===== config.mk =====
export PLATFORM = sky130hd
export DESIGN_NAME = spram_rmw
export DESIGN_NICKNAME = d
export VERILOG_FILES = /design/src/rtl/spram_pkg.sv /design/src/rtl/spram_lane_merge.sv /design/src/rtl/spram_rmw.sv
export SDC_FILE = /design/constraint.sdc
export NUM_CORES = 1
export LEC_CHECK = 0
export ABC_AREA = 1
export CAP_MARGIN = 10
export CORE_ASPECT_RATIO = 0.75
export CORE_MARGIN = 2
export CORE_UTILIZATION = 51
export CTS_BUF_LIST = sky130_fd_sc_hd__clkbuf_4 sky130_fd_sc_hd__clkbuf_8
export CTS_CLUSTER_DIAMETER = 80
export DETAILED_ROUTE_END_ITERATION = 7
export PLACE_DENSITY = 0.93
export SLEW_MARGIN = 20
export SYNTH_ARGS = -nofsm -noshare
export SYNTH_HDL_FRONTEND = slang
export SYNTH_SLANG_ARGS = --single-unit

===== constraint.sdc =====
create_clock -name clk -period 2.75 [get_ports clk]
set_input_delay 0.275 -clock clk [delete_from_list [all_inputs] [get_ports clk]]
set_output_delay 0.275 -clock clk [all_outputs]
set_load 0.02 [all_outputs]

===== src/rtl/spram_pkg.sv =====
// Shared types and helpers for the spram read-modify-write initiator.
package spram_pkg;

  typedef enum logic [1:0] {
    IDLE  = 2'd0,
    RD    = 2'd1,
    MERGE = 2'd2,
    WR    = 2'd3
  } state_t;

  function automatic int lane_count(input int w);
    return (w + 7) / 8;
  endfunction

  // Expands one lane strobe into the bit mask covering that byte.
  function automatic logic [7:0] lane_mask_byte(input logic en);
    return {8{en}};
  endfunction

endpackage


===== src/rtl/spram_lane_merge.sv =====
// Combinational byte-lane merge: strobed lanes take new_word, the rest keep old_word.
module spram_lane_merge
  import spram_pkg::*;
#(
  parameter  int DATA_WIDTH = 16,
  localparam int LANES      = lane_count(DATA_WIDTH)
) (
  input  logic [DATA_WIDTH-1:0] old_word,
  input  logic [DATA_WIDTH-1:0] new_word,
  input  logic [LANES-1:0]      lane,
  output logic [DATA_WIDTH-1:0] merged
);

  logic [8*LANES-1:0] mask;

  // The top lane may be narrower than a byte; its unused mask bits fall off the slice.
  always_comb begin
    mask = '0;
    for (int i = 0; i < LANES; i++) begin
      mask[8*i +: 8] = lane_mask_byte(lane[i]);
    end
    merged = (new_word & mask[DATA_WIDTH-1:0]) | (old_word & ~mask[DATA_WIDTH-1:0]);
  end

endmodule


===== src/rtl/spram_rmw.sv =====
// Host-side spram initiator; partial-lane writes run as read-modify-write.
// Define SPRAM_NATIVE_LANE_EN when the RAM honours lane enables natively.
module spram_rmw
  import spram_pkg::*;
#(
  parameter  int ADDR_WIDTH = 10,
  parameter  int DATA_WIDTH = 16,
  localparam int LANES      = lane_count(DATA_WIDTH)
) (
  input  logic                  clk,
  input  logic                  rst_n,
  input  logic                  h_valid,
  output logic                  h_ready,
  input  logic                  h_we,
  input  logic                  h_re,
  input  logic [ADDR_WIDTH-1:0] h_addr,
  input  logic [DATA_WIDTH-1:0] h_wdata,
  input  logic [LANES-1:0]      h_lane,
  output logic [DATA_WIDTH-1:0] h_rdata,
  output logic                  h_rvalid,
  output logic [ADDR_WIDTH-1:0] m_addr,
  output logic [DATA_WIDTH-1:0] m_din,
  input  logic [DATA_WIDTH-1:0] m_dout,
  output logic                  m_we,
  output logic                  m_re,
  output logic [LANES-1:0]      m_lane
);

`ifdef SPRAM_NATIVE_LANE_EN
  localparam bit NATIVE_LANE = 1'b1;
`else
  localparam bit NATIVE_LANE = 1'b0;
`endif

  localparam logic [LANES-1:0] ALL_LANES = '1;

  state_t                state;
  logic                  rd_p0;
  logic [DATA_WIDTH-1:0] wdata_p0;
  logic [LANES-1:0]      lane_p0;
  logic [DATA_WIDTH-1:0] merged;
  logic                  direct_wr;
  logic                  accept;

  assign h_ready   = (state == IDLE);
  assign accept    = h_valid && h_ready;
  assign direct_wr = (h_lane == ALL_LANES) || (NATIVE_LANE && (h_lane != '0));

  spram_lane_merge #(
    .DATA_WIDTH (DATA_WIDTH)
  ) u_merge (
    .old_word (m_dout),
    .new_word (wdata_p0),
    .lane     (lane_p0),
    .merged   (merged)
  );

  // Acceptance stage: host data is captured once and held for the merge.
  always_ff @(posedge clk) begin
    if (accept) begin
      wdata_p0 <= h_wdata;
      lane_p0  <= h_lane;
    end
  end

  always_ff @(posedge clk) begin
    if (!rst_n) begin
      state    <= IDLE;
      rd_p0    <= 1'b0;
      h_rdata  <= '0;
      h_rvalid <= 1'b0;
      m_addr   <= '0;
      m_din    <= '0;
      m_we     <= 1'b0;
      m_re     <= 1'b0;
      m_lane   <= '0;
    end else begin
      h_rvalid <= 1'b0;
      m_we     <= 1'b0;
      m_re     <= 1'b0;
      m_lane   <= '0;
      case (state)
        IDLE: begin
          if (accept) begin
            if (h_we) begin
              if (direct_wr) begin
                state  <= WR;
                m_we   <= 1'b1;
                m_addr <= h_addr;
                m_din  <= h_wdata;
                m_lane <= NATIVE_LANE ? h_lane : ALL_LANES;
              end else if (h_lane != '0) begin
                state  <= RD;
                rd_p0  <= 1'b0;
                m_re   <= 1'b1;
                m_addr <= h_addr;
              end
            end else if (h_re) begin
              state  <= RD;
              rd_p0  <= 1'b1;
              m_re   <= 1'b1;
              m_addr <= h_addr;
            end
          end
        end
        RD: state <= MERGE;
        // Merge stage: m_dout now holds the word fetched in RD.
        MERGE: begin
          if (rd_p0) begin
            h_rdata  <= m_dout;
            h_rvalid <= 1'b1;
            state    <= IDLE;
          end else begin
            m_din  <= merged;
            m_we   <= 1'b1;
            m_lane <= ALL_LANES;
            state  <= WR;
          end
        end
        WR:      state <= IDLE;
        default: state <= IDLE;
      endcase
    end
  end

endmodule


==> impl_metrics.yaml, run 1 <==
run_status:
  status: "complete, no violations"
worst_setup_path:
  slowest_stage: "clkdlybuf4s50_1"
  critPathTopFamily: "buffers and inverters"
  arrival_ns: 1.54
  r2r.worst_path.cells: 6
  worst-path-buf-inv: 1
  critPathRequiredTime_ns: 2.48
  r2r-start: "state[1]$_SDFFE_PN0P_"
  crit_path_end_kind: "primary output"
  crit_path_cell_trace: "nor2_2 > clkdlybuf4s50_1"
  r2r_slack_ns: 0.99
  setup.worst_path.class: "reg2out"
  slowest_delay_ns: 0.64
  crit_fanout: 4
  r2r_end: "h_rdata[1]$_SDFFE_PN0P_"
  worst_setup_path_start_kind: "register"
timing:
  rsz0062_at_grt: "false"
  slew_viol_final: 0
  fmaxAchievable_mhz: 551
  finalSetupViolCount: 0
  slew_headroom_pct: 42.7
  hold_viol_final: 0
  worstMarginPinSlew_ns: 0.858
  finalCritPeriodShare_pct: 66.0
  min_period_ns: 1.82
  timing.setup.tns_ns: 0
  skew_ns: 0.00403
clocking:
  cts_tree: "built"
  cts-buffers-inserted: 9
  clk_latency_ns: 0.34
  clock-root-buffer: "clkbuf_8"
  cts_sinks: 66
  clk_path_buf_depth: 2
  hold_buffers: 0
  post-cts-setup-buffers: 0
  cts.clk_slew.worst_paths_ns: 0.07
  cts_resized: 0
  htree_levels: 3
global_routing:
  grtUsageTotal_pct: 25.0
  grt_antenna_before_repair: 0
  grt_pass1_wl_um: 12400
  gr-total-overflow: 0
  grt_max_degree: 25
  grt_pass1_vias: 2750
drt:
  drt-wirelength-per-cell_um: 13.9
  routed_wirelength_um: 7700
  via_per_inst: 5.13
  drc: 0
  dr.pass1.iters: 5
  dr.first_iter.drc_count: 187
  ant_nets: 0
  via_count: 2837
job:
  maxCapViolCount: 0
finish:
  nNetsFinal: 524
  final_common_cell: "nand2_1"
  drive_above_1_share_pct: 5.86
  diodes: 0
  final_cell_mix: "129 x nand2_1, 96 x clkdlybuf4s50_1, 54 x nor2_1, 48 x dfxtp_1"
  syn_to_final_growth_pct: 41.1
die:
  initial_core_util_pct: 53.4
  die_y_um: 69.0
  rows: 23
  die-area_um2: 6260
  die_x_um: 90.7
  core-area_um2: 5380
  ios: 97
power:
  switching_share_pct: 28.2
  power_leakage_nw: 1.71
  totalPowerFinal_mw: 2.50
  power_frac_comb_pct: 22.1
  p_seq_share_pct: 45.0
  internal-power_mw: 1.80
  peakVddDrop_v: 0.000461
  p_clk_share_pct: 32.9
  power_density_nw_per_um2: 617
  switchingPower_uw: 706
place:
  numPortBuffers: 96
  gp_congestion: 0.828
  hpwl_um: 5540
synth:
  avgSynthCellArea_um2: 7.54
  synth_top_cell_area_share_pct: 33.4
  yosys.area.top_type: "dfxtp_1"
  ys_seq_area_share_pct: 52.2
  synth.cell_area_um2: 2870
  synth_seq_cells: 66
  syn_inst: 381
  synth_cell_types: 22
  synth_area_leaders: "dfxtp_1 33%, edfxtp_1 19%, nand2_1 17%"
  syn_nets: 432
  yosysWarnings: 0
min_path:
  hp-class: "reg2reg"
  hold_end: "h_rdata[12]$_SDFFE_PN0P_"
  worstHoldStart: "h_rdata[12]$_SDFFE_PN0P_"
  holdPathStages: 2
-- Yosys cell counts, drive strengths merged --
master / count
buf: 14
nand2: 132
nand3b: 10
inv: 30
ha: 2
o21ai: 10
a21oi: 25
dfxtp: 48
nor2: 56
edfxtp: 18
nand3: 28
clkbuf: 6
clkinv: 1
o211ai: 1
-- power groups by stage --
stage                     Sequential (mW)  Clock, mW  Combinational, mW
after floorplan                      1.20          0              0.256
after global placement               1.14          0              0.531
after detailed placement             1.15          0              0.547
after CTS                            1.13      0.836              0.552
after global routing                 1.13      0.874              0.604
final                                1.13      0.823              0.553
-- through the flow --
step                      area, um^2  utilization (%)  worst slack [ns]  cells  hold slack [ns]
after detailed placement        3860             71.7             0.715    537            0.461
after CTS                       4060             75.4             0.921    553            0.470
final                           4060             75.4             0.934    553            0.468
after global routing            4060             75.4             0.772    553            0.493
after global placement          3860             71.7             0.816    537            0.451
after floorplan                 2870                -              1.18    381            0.374
-- cell families (layout without fill, tap and decap cells) --
group | count (synthesis) | count (layout) | share of synthesized area, %
and+or+nand+nor | 226 | 226 | 32.7
buffers and inverters | 51 | 148 | 7.88
adders and majority gates | 2 | 2 | 0.871
DFF | 66 | 66 | 52.2
AOI/OAI and AO/OA | 36 | 36 | 6.36
-- worst register-to-register path: stages, from the launching register on --
cell     delay (ns)
dfxtp_1        0.41
inv_2          0.07
nor2_4         0.21
buf_4          0.31
nand2_1        0.39
nand2_1        0.17
a21oi_1        0.08
-- worst max-delay path by stage --
stage	cells past startpoint	startpoint	endpoint
final	2	state[0]$_SDFFE_PN0P_	h_ready
after global routing	6	state[1]$_SDFFE_PN0P_	h_rdata[1]$_SDFFE_PN0P_
after CTS	2	state[0]$_SDFFE_PN0P_	h_ready
after detailed placement	9	h_lane[0]	m_din[5]$_SDFFE_PN0P_
after global placement	9	h_lane[0]	m_din[9]$_SDFFE_PN0P_
after floorplan	3	state[0]$_SDFFE_PN0P_	lane_p0[0]$_DFFE_PP_
-- routing by layer --
| layer | vias up | GRT usage (%) | part of all wire [%] |
|---|---|---|---|
| met4 | 0 | 9.57 | 2.2 |
| met5 | - | 0 | 0 |
| met2 | 131 | 41.3 | 48 |
| met3 | 17 | 9.07 | 7.9 |
| met1 | 1303 | 30.0 | 42 |
| li1 | 1386 | - | - |
-- state kept, by name, summed over array words and instances, names as in the netlist --
name	flops
lane_p0	2
wdata_p0	16
m_re	1
rd_p0	1
h_rdata	16
state	2
m_lane	1
m_din	16
h_rvalid	1
m_addr	10
-- final cells by class --
| cell class | instances | area [um^2] |
|---|---|---|
| clock buffer | 13 | 160 |
| clock inverter | 3 | 40.0 |
| fill | 380 | 1330 |
| inverter | 31 | 116 |
| multi-input combinational | 264 | 1150 |
| sequential | 66 | 1500 |
| tap | 75 | 93.8 |
| timing repair buffer | 101 | 998 |
Note: power is estimated with default switching activity, not from simulation.
==> run 2: changes to the inputs <==
--- a/config.mk
+++ b/config.mk
@@ -9,11 +9,11 @@
 export CAP_MARGIN = 10
 export CORE_ASPECT_RATIO = 0.75
 export CORE_MARGIN = 2
-export CORE_UTILIZATION = 51
+export CORE_UTILIZATION = 42
 export CTS_BUF_LIST = sky130_fd_sc_hd__clkbuf_4 sky130_fd_sc_hd__clkbuf_8
 export CTS_CLUSTER_DIAMETER = 80
 export DETAILED_ROUTE_END_ITERATION = 7
-export PLACE_DENSITY = 0.93
+export PLACE_DENSITY = 0.83
 export SLEW_MARGIN = 20
 export SYNTH_ARGS = -nofsm -noshare
 export SYNTH_HDL_FRONTEND = slang
==> constraint.sdc (replaced) <==
create_clock -name clk -period 1.5 [get_ports clk]
set_input_delay 0.15 -clock clk [delete_from_list [all_inputs] [get_ports clk]]
set_output_delay 0.15 -clock clk [all_outputs]
set_load 0.02 [all_outputs]
==> run 2 against run 1 <==
  * First-iteration DRC count decreased by 11%
  * Highest routed layer unchanged
  * Sequential share of layout area down 1.0 points
  * Flip-flop and latch count is the same
  * Via count down 0.46%
  * Combinational power grew 93%
  * Core utilization shrank 13 points
  * Sequential power increased by 82%
==> impl_metrics.yaml, run 2 (synthesized netlist as in run 1, its figures left out) <==
drt:
  drt-wirelength-per-cell_um: 13.2
  drc: 0
  routed_wirelength_um: 7540
  via_per_inst: 4.95
  via_count: 2824
  dr.pass1.iters: 4
  dr.first_iter.drc_count: 167
  ant_nets: 0
worst_setup_path:
  slowest_stage: "clkdlybuf4s50_1"
  arrival_ns: 1.30
  worst_setup_path_start_kind: "register"
  setup.worst_path.class: "reg2out"
  critPathTopFamily: "buffers and inverters"
  critPathRequiredTime_ns: 1.35
  crit_fanout: 2
  slowest_delay_ns: 0.61
  crit_path_cell_trace: "clkdlybuf4s50_1"
  worst-path-buf-inv: 1
  crit_path_end_kind: "primary output"
finish:
  diodes: 0
  final_cells: 571
  nNetsFinal: 533
  final_core_util_pct: 61.9
  reg.largest.list: "h_rdata x16, m_din x16, wdata_p0 x16"
  final_common_cell: "nand2_1"
  final_cell_mix: "129 x nand2_1, 86 x clkdlybuf4s50_1, 54 x nor2_1, 48 x dfxtp_1, 28 x nand3_1"
  final_area_um2: 4170
  drive_above_1_share_pct: 7.80
  syn_to_final_growth_pct: 45.1
die:
  die-area_um2: 7530
  core-area_um2: 6730
  ios: 97
  die_y_um: 75.6
  die_x_um: 99.5
  rows: 26
  initial_core_util_pct: 42.7
global_routing:
  use_met1_pct: 25.4
  gr-usage-met3_pct: 5.78
  grt_pass1_vias: 2582
  grt_pass1_wl_um: 11800
  gr-total-overflow: 0
  grtUsageTotal_pct: 20.4
  grt_antenna_before_repair: 0
  busiest_layer: "met2"
  grt_max_degree: 33
  grt_util_met2_pct: 34.1
clocking:
  cts_sinks: 66
  clock-root-buffer: "clkbuf_8"
  cts_tree: "built"
  cts-buffers-inserted: 9
  post-cts-setup-buffers: 0
  clk_path_buf_depth: 2
  htree_levels: 3
  cts.clk_slew.worst_paths_ns: 0.07
  hold_buffers: 0
  clk_latency_ns: 0.34
place:
  hpwl_um: 5540
  numPortBuffers: 96
  placedCellCount: 555
  gp_congestion: 0.832
  place_area_um2: 3980
job:
  maxCapViolCount: 0
timing:
  rsz0062_at_grt: "true"
  finalSetupViolCount: 0
  skew_ns: 0.00319
  finalCritPeriodShare_pct: 96.8
  fmaxAchievable_mhz: 689
  hold_viol_final: 0
  worst_hold_slack_ns: 0.399
  slew_viol_final: 0
  min_period_ns: 1.45
  worstMarginPinSlew_ns: 0.616
  slew_headroom_pct: 58.8
power:
  p_clk_share_pct: 29.8
  power_leakage_nw: 1.87
  power_density_nw_per_um2: 1070
  switchingPower_mw: 1.28
  peakVddDrop_v: 0.000596
  switching_share_pct: 28.9
  power_frac_comb_pct: 23.9
  p_seq_share_pct: 46.3
  totalPowerFinal_mw: 4.45
  internal-power_mw: 3.16
run_status:
  status: "complete, no violations"
min_path:
  hp-class: "in2reg"
[run 2: worst register-to-register path: cells and delay by family (launching register included)]
family,cells,cell delay [ns]
buffers and inverters,1,0.08
flip-flops,1,0.42
AO/OA/AOI/OAI,1,0.07
AND/OR/NAND/NOR,3,0.70
[run 2: metrics by stage]
stage	TNS, ns	worst slack [ns]
floorplan	0	0.0789
global placement	-2.09	-0.120
detailed placement	-3.22	-0.183
CTS	0	0.0114
global route	0	0.00000910
finish	0	0.0479
[run 2: final timing paths]
check | startpoint | to | slack [ns] | cells after the start
max | m_din[9]$_SDFFE_PN0P_ | m_din[9] | 0.05 | 1
min | h_wdata[15] | wdata_p0[15]$_DFFE_PP_ | 0.40 | 1
max reg2reg | state[1]$_SDFFE_PN0P_ | h_rdata[5]$_SDFFE_PN0P_ | 0.10 | 5
min reg2reg | h_rdata[11]$_SDFFE_PN0P_ | h_rdata[11]$_SDFFE_PN0P_ | 0.46 | 2
[run 2: final cells by class]
class / instances / area [um^2]
multi-input cells: 264 / 1150
repair buffers: 110 / 1120
clock buffers: 13 / 160
well taps: 84 / 105
inverters: 31 / 120
flip-flops and latches: 66 / 1500
fillers: 563 / 2560
clock inverters: 3 / 15.0
[run 2: power by group through the flow]
stage | combinational, mW | sequential (mW) | clock [mW]
3_5_place_dp | 1.07 | 2.10 | 0
4_1_cts | 1.07 | 2.06 | 1.36
3_3_place_gp | 1.05 | 2.09 | 0
2_1_floorplan | 0.472 | 2.19 | 0
5_1_grt | 1.17 | 2.07 | 1.45
6_report | 1.07 | 2.06 | 1.32
[run 2: routing by layer]
metal / routed length [um] / vias up / part of all wire, %
met5: 0 / - / 0
met3: 506 / 14 / 6.7
met1: 3300 / 1303 / 44
met2: 3580 / 103 / 48
met4: 146 / 0 / 1.9
li1: - / 1404 / -
[run 2: timing repair]
action	CTS	global route
gates resized for setup	3	8
cloned	0	0
setup endpoints to repair	3	17
==> run 3: changes to the inputs <==
--- a/config.mk
+++ b/config.mk
@@ -8,7 +8,7 @@
 export ABC_AREA = 1
 export CAP_MARGIN = 10
 export CORE_ASPECT_RATIO = 0.75
-export CORE_MARGIN = 2
+export CORE_MARGIN = 8
 export CORE_UTILIZATION = 42
 export CTS_BUF_LIST = sky130_fd_sc_hd__clkbuf_4 sky130_fd_sc_hd__clkbuf_8
 export CTS_CLUSTER_DIAMETER = 80
==> run 3 against run 2 <==
  * Flip-flop and latch count is the same
  * Global-route usage is 3.3 points lower
  * Clock power is 16% higher
  * Non-clock buffer count grew 1
  * Largest power group unchanged
==> impl_metrics.yaml, run 3 (synthesized netlist as in run 1, its figures left out) <==
global_routing:
  grt_antenna_before_repair: 0
  grt_pass1_vias: 2800
  grt_pass1_wl_um: 13300
  gr-total-overflow: 0
  grt_max_degree: 27
  grtUsageTotal_pct: 17.1
drt:
  ant_nets: 0
  dr.first_iter.drc_count: 96
  via_count: 2798
  drt-wirelength-per-cell_um: 14.2
  dr.pass1.iters: 4
  routed_wirelength_um: 8150
  drc: 0
  via_per_inst: 4.89
timing:
  slew_headroom_pct: 74.2
  worst_slack_ns: 0.0524
  fmaxAchievable_mhz: 691
  finalSetupViolCount: 0
  slew_viol_final: 0
  worst_hold_slack_ns: 0.401
  finalCritPeriodShare_pct: 96.5
  worstMarginPinSlew_ns: 0.386
  min_period_ns: 1.45
  rsz0062_at_grt: "false"
  skew_ns: 0.00488
  hold_viol_final: 0
finish:
  drive_above_1_share_pct: 8.20
  diodes: 0
  final_cell_mix: "128 x nand2_1, 74 x clkdlybuf4s50_1, 54 x nor2_1, 48 x dfxtp_1, 28 x nand3_1"
  final_common_cell: "nand2_1"
  reg.largest.list: "h_rdata x16, m_din x16, wdata_p0 x16"
  nFillCells: 564
  nNetsFinal: 534
  syn_to_final_growth_pct: 47.8
die:
  rows: 26
  die_y_um: 87.6
  ios: 97
  die_x_um: 112
  initial_core_util_pct: 42.7
  die-area_um2: 9770
  core-area_um2: 6730
clocking:
  cts_sinks: 66
  hold_buffers: 0
  clock-root-buffer: "clkbuf_8"
  post-cts-setup-buffers: 0
  clk_latency_ns: 0.34
  cts.clk_slew.worst_paths_ns: 0.07
  cts_tree: "built"
  clk_path_buf_depth: 2
  htree_levels: 3
  cts-buffers-inserted: 9
power:
  power_leakage_nw: 2.10
  totalPowerFinal_mw: 4.66
  peakVddDrop_v: 0.000597
  power_density_nw_per_um2: 1100
worst_setup_path:
  slowest_delay_ns: 0.62
  crit_fanout: 2
  r2r_slack_ns: 0.15
  critPathTopFamily: "buffers and inverters"
  worst_setup_path_start_kind: "register"
  crit_path_end_kind: "primary output"
  setup.worst_path.class: "reg2out"
  crit_path_cell_trace: "clkdlybuf4s50_1"
  worst-path-buf-inv: 1
  arrival_ns: 1.30
  critPathRequiredTime_ns: 1.35
  slowest_stage: "clkdlybuf4s50_1"
place:
  gp_congestion: 0.809
  numPortBuffers: 96
  hpwl_um: 6200
  pre_cts_ws_ns: -0.182
min_path:
  hp-class: "in2reg"
run_status:
  status: "complete, no violations"
job:
  maxCapViolCount: 0
-- run 3: through the flow --
stage	instance area, um^2	TNS (ns)	std cells	utilization, %
floorplan	2880	0	381	-
global placement	3980	-1.84	556	59.2
detailed placement	3980	-3.52	556	59.2
CTS	4190	0	572	62.2
global route	4250	0	572	63.1
finish	4250	0	572	63.1
-- run 3: area by class of cell --
| cell class | instances | area, um^2 | area share, % |
|---|---|---|---|
| clock buffers | 13 | 166 | 3.92 |
| clock inverters | 3 | 38.8 | 0.913 |
| inverters | 31 | 124 | 2.92 |
| multi-input cells | 264 | 1150 | 27.2 |
| flip-flops and latches | 66 | 1500 | 35.3 |
| well taps | 84 | 105 | 2.47 |
| repair buffers | 111 | 1160 | 27.3 |
-- run 3: path summary, 6_finish.rpt --
kind | startpoint | to | cells past startpoint
worst max register to register | lane_p0[1]$_DFFE_PP_ | m_din[15]$_SDFFE_PN0P_ | 6
worst max-delay path | m_din[4]$_SDFFE_PN0P_ | m_din[4] | 1
worst min register to register | h_rdata[13]$_SDFFE_PN0P_ | h_rdata[13]$_SDFFE_PN0P_ | 2
worst min-delay path | h_wdata[3] | wdata_p0[3]$_DFFE_PP_ | 1
-- run 3: power breakdown --
part	internal [mW]	switching, mW
clock	0.888	0.641
sequential	1.98	0.0803
combinational	0.482	0.581
total	3.35	1.30
-- run 3: routing by layer --
metal | track usage, % | vias up | part of all wire [%]
met5 | 0 | - | 0
met4 | 5.19 | 0 | 0.43
met3 | 7.51 | 6 | 6.9
met2 | 29.3 | 80 | 50
met1 | 19.0 | 1312 | 42
li1 | - | 1400 | -
-- run 3: what timing repair did --
| item | CTS | global route |
|---|---|---|
| gates resized for setup | 3 | 23 |
| pin swaps | 0 | 0 |
| endpoints found under the setup margin | 4 | 30 |
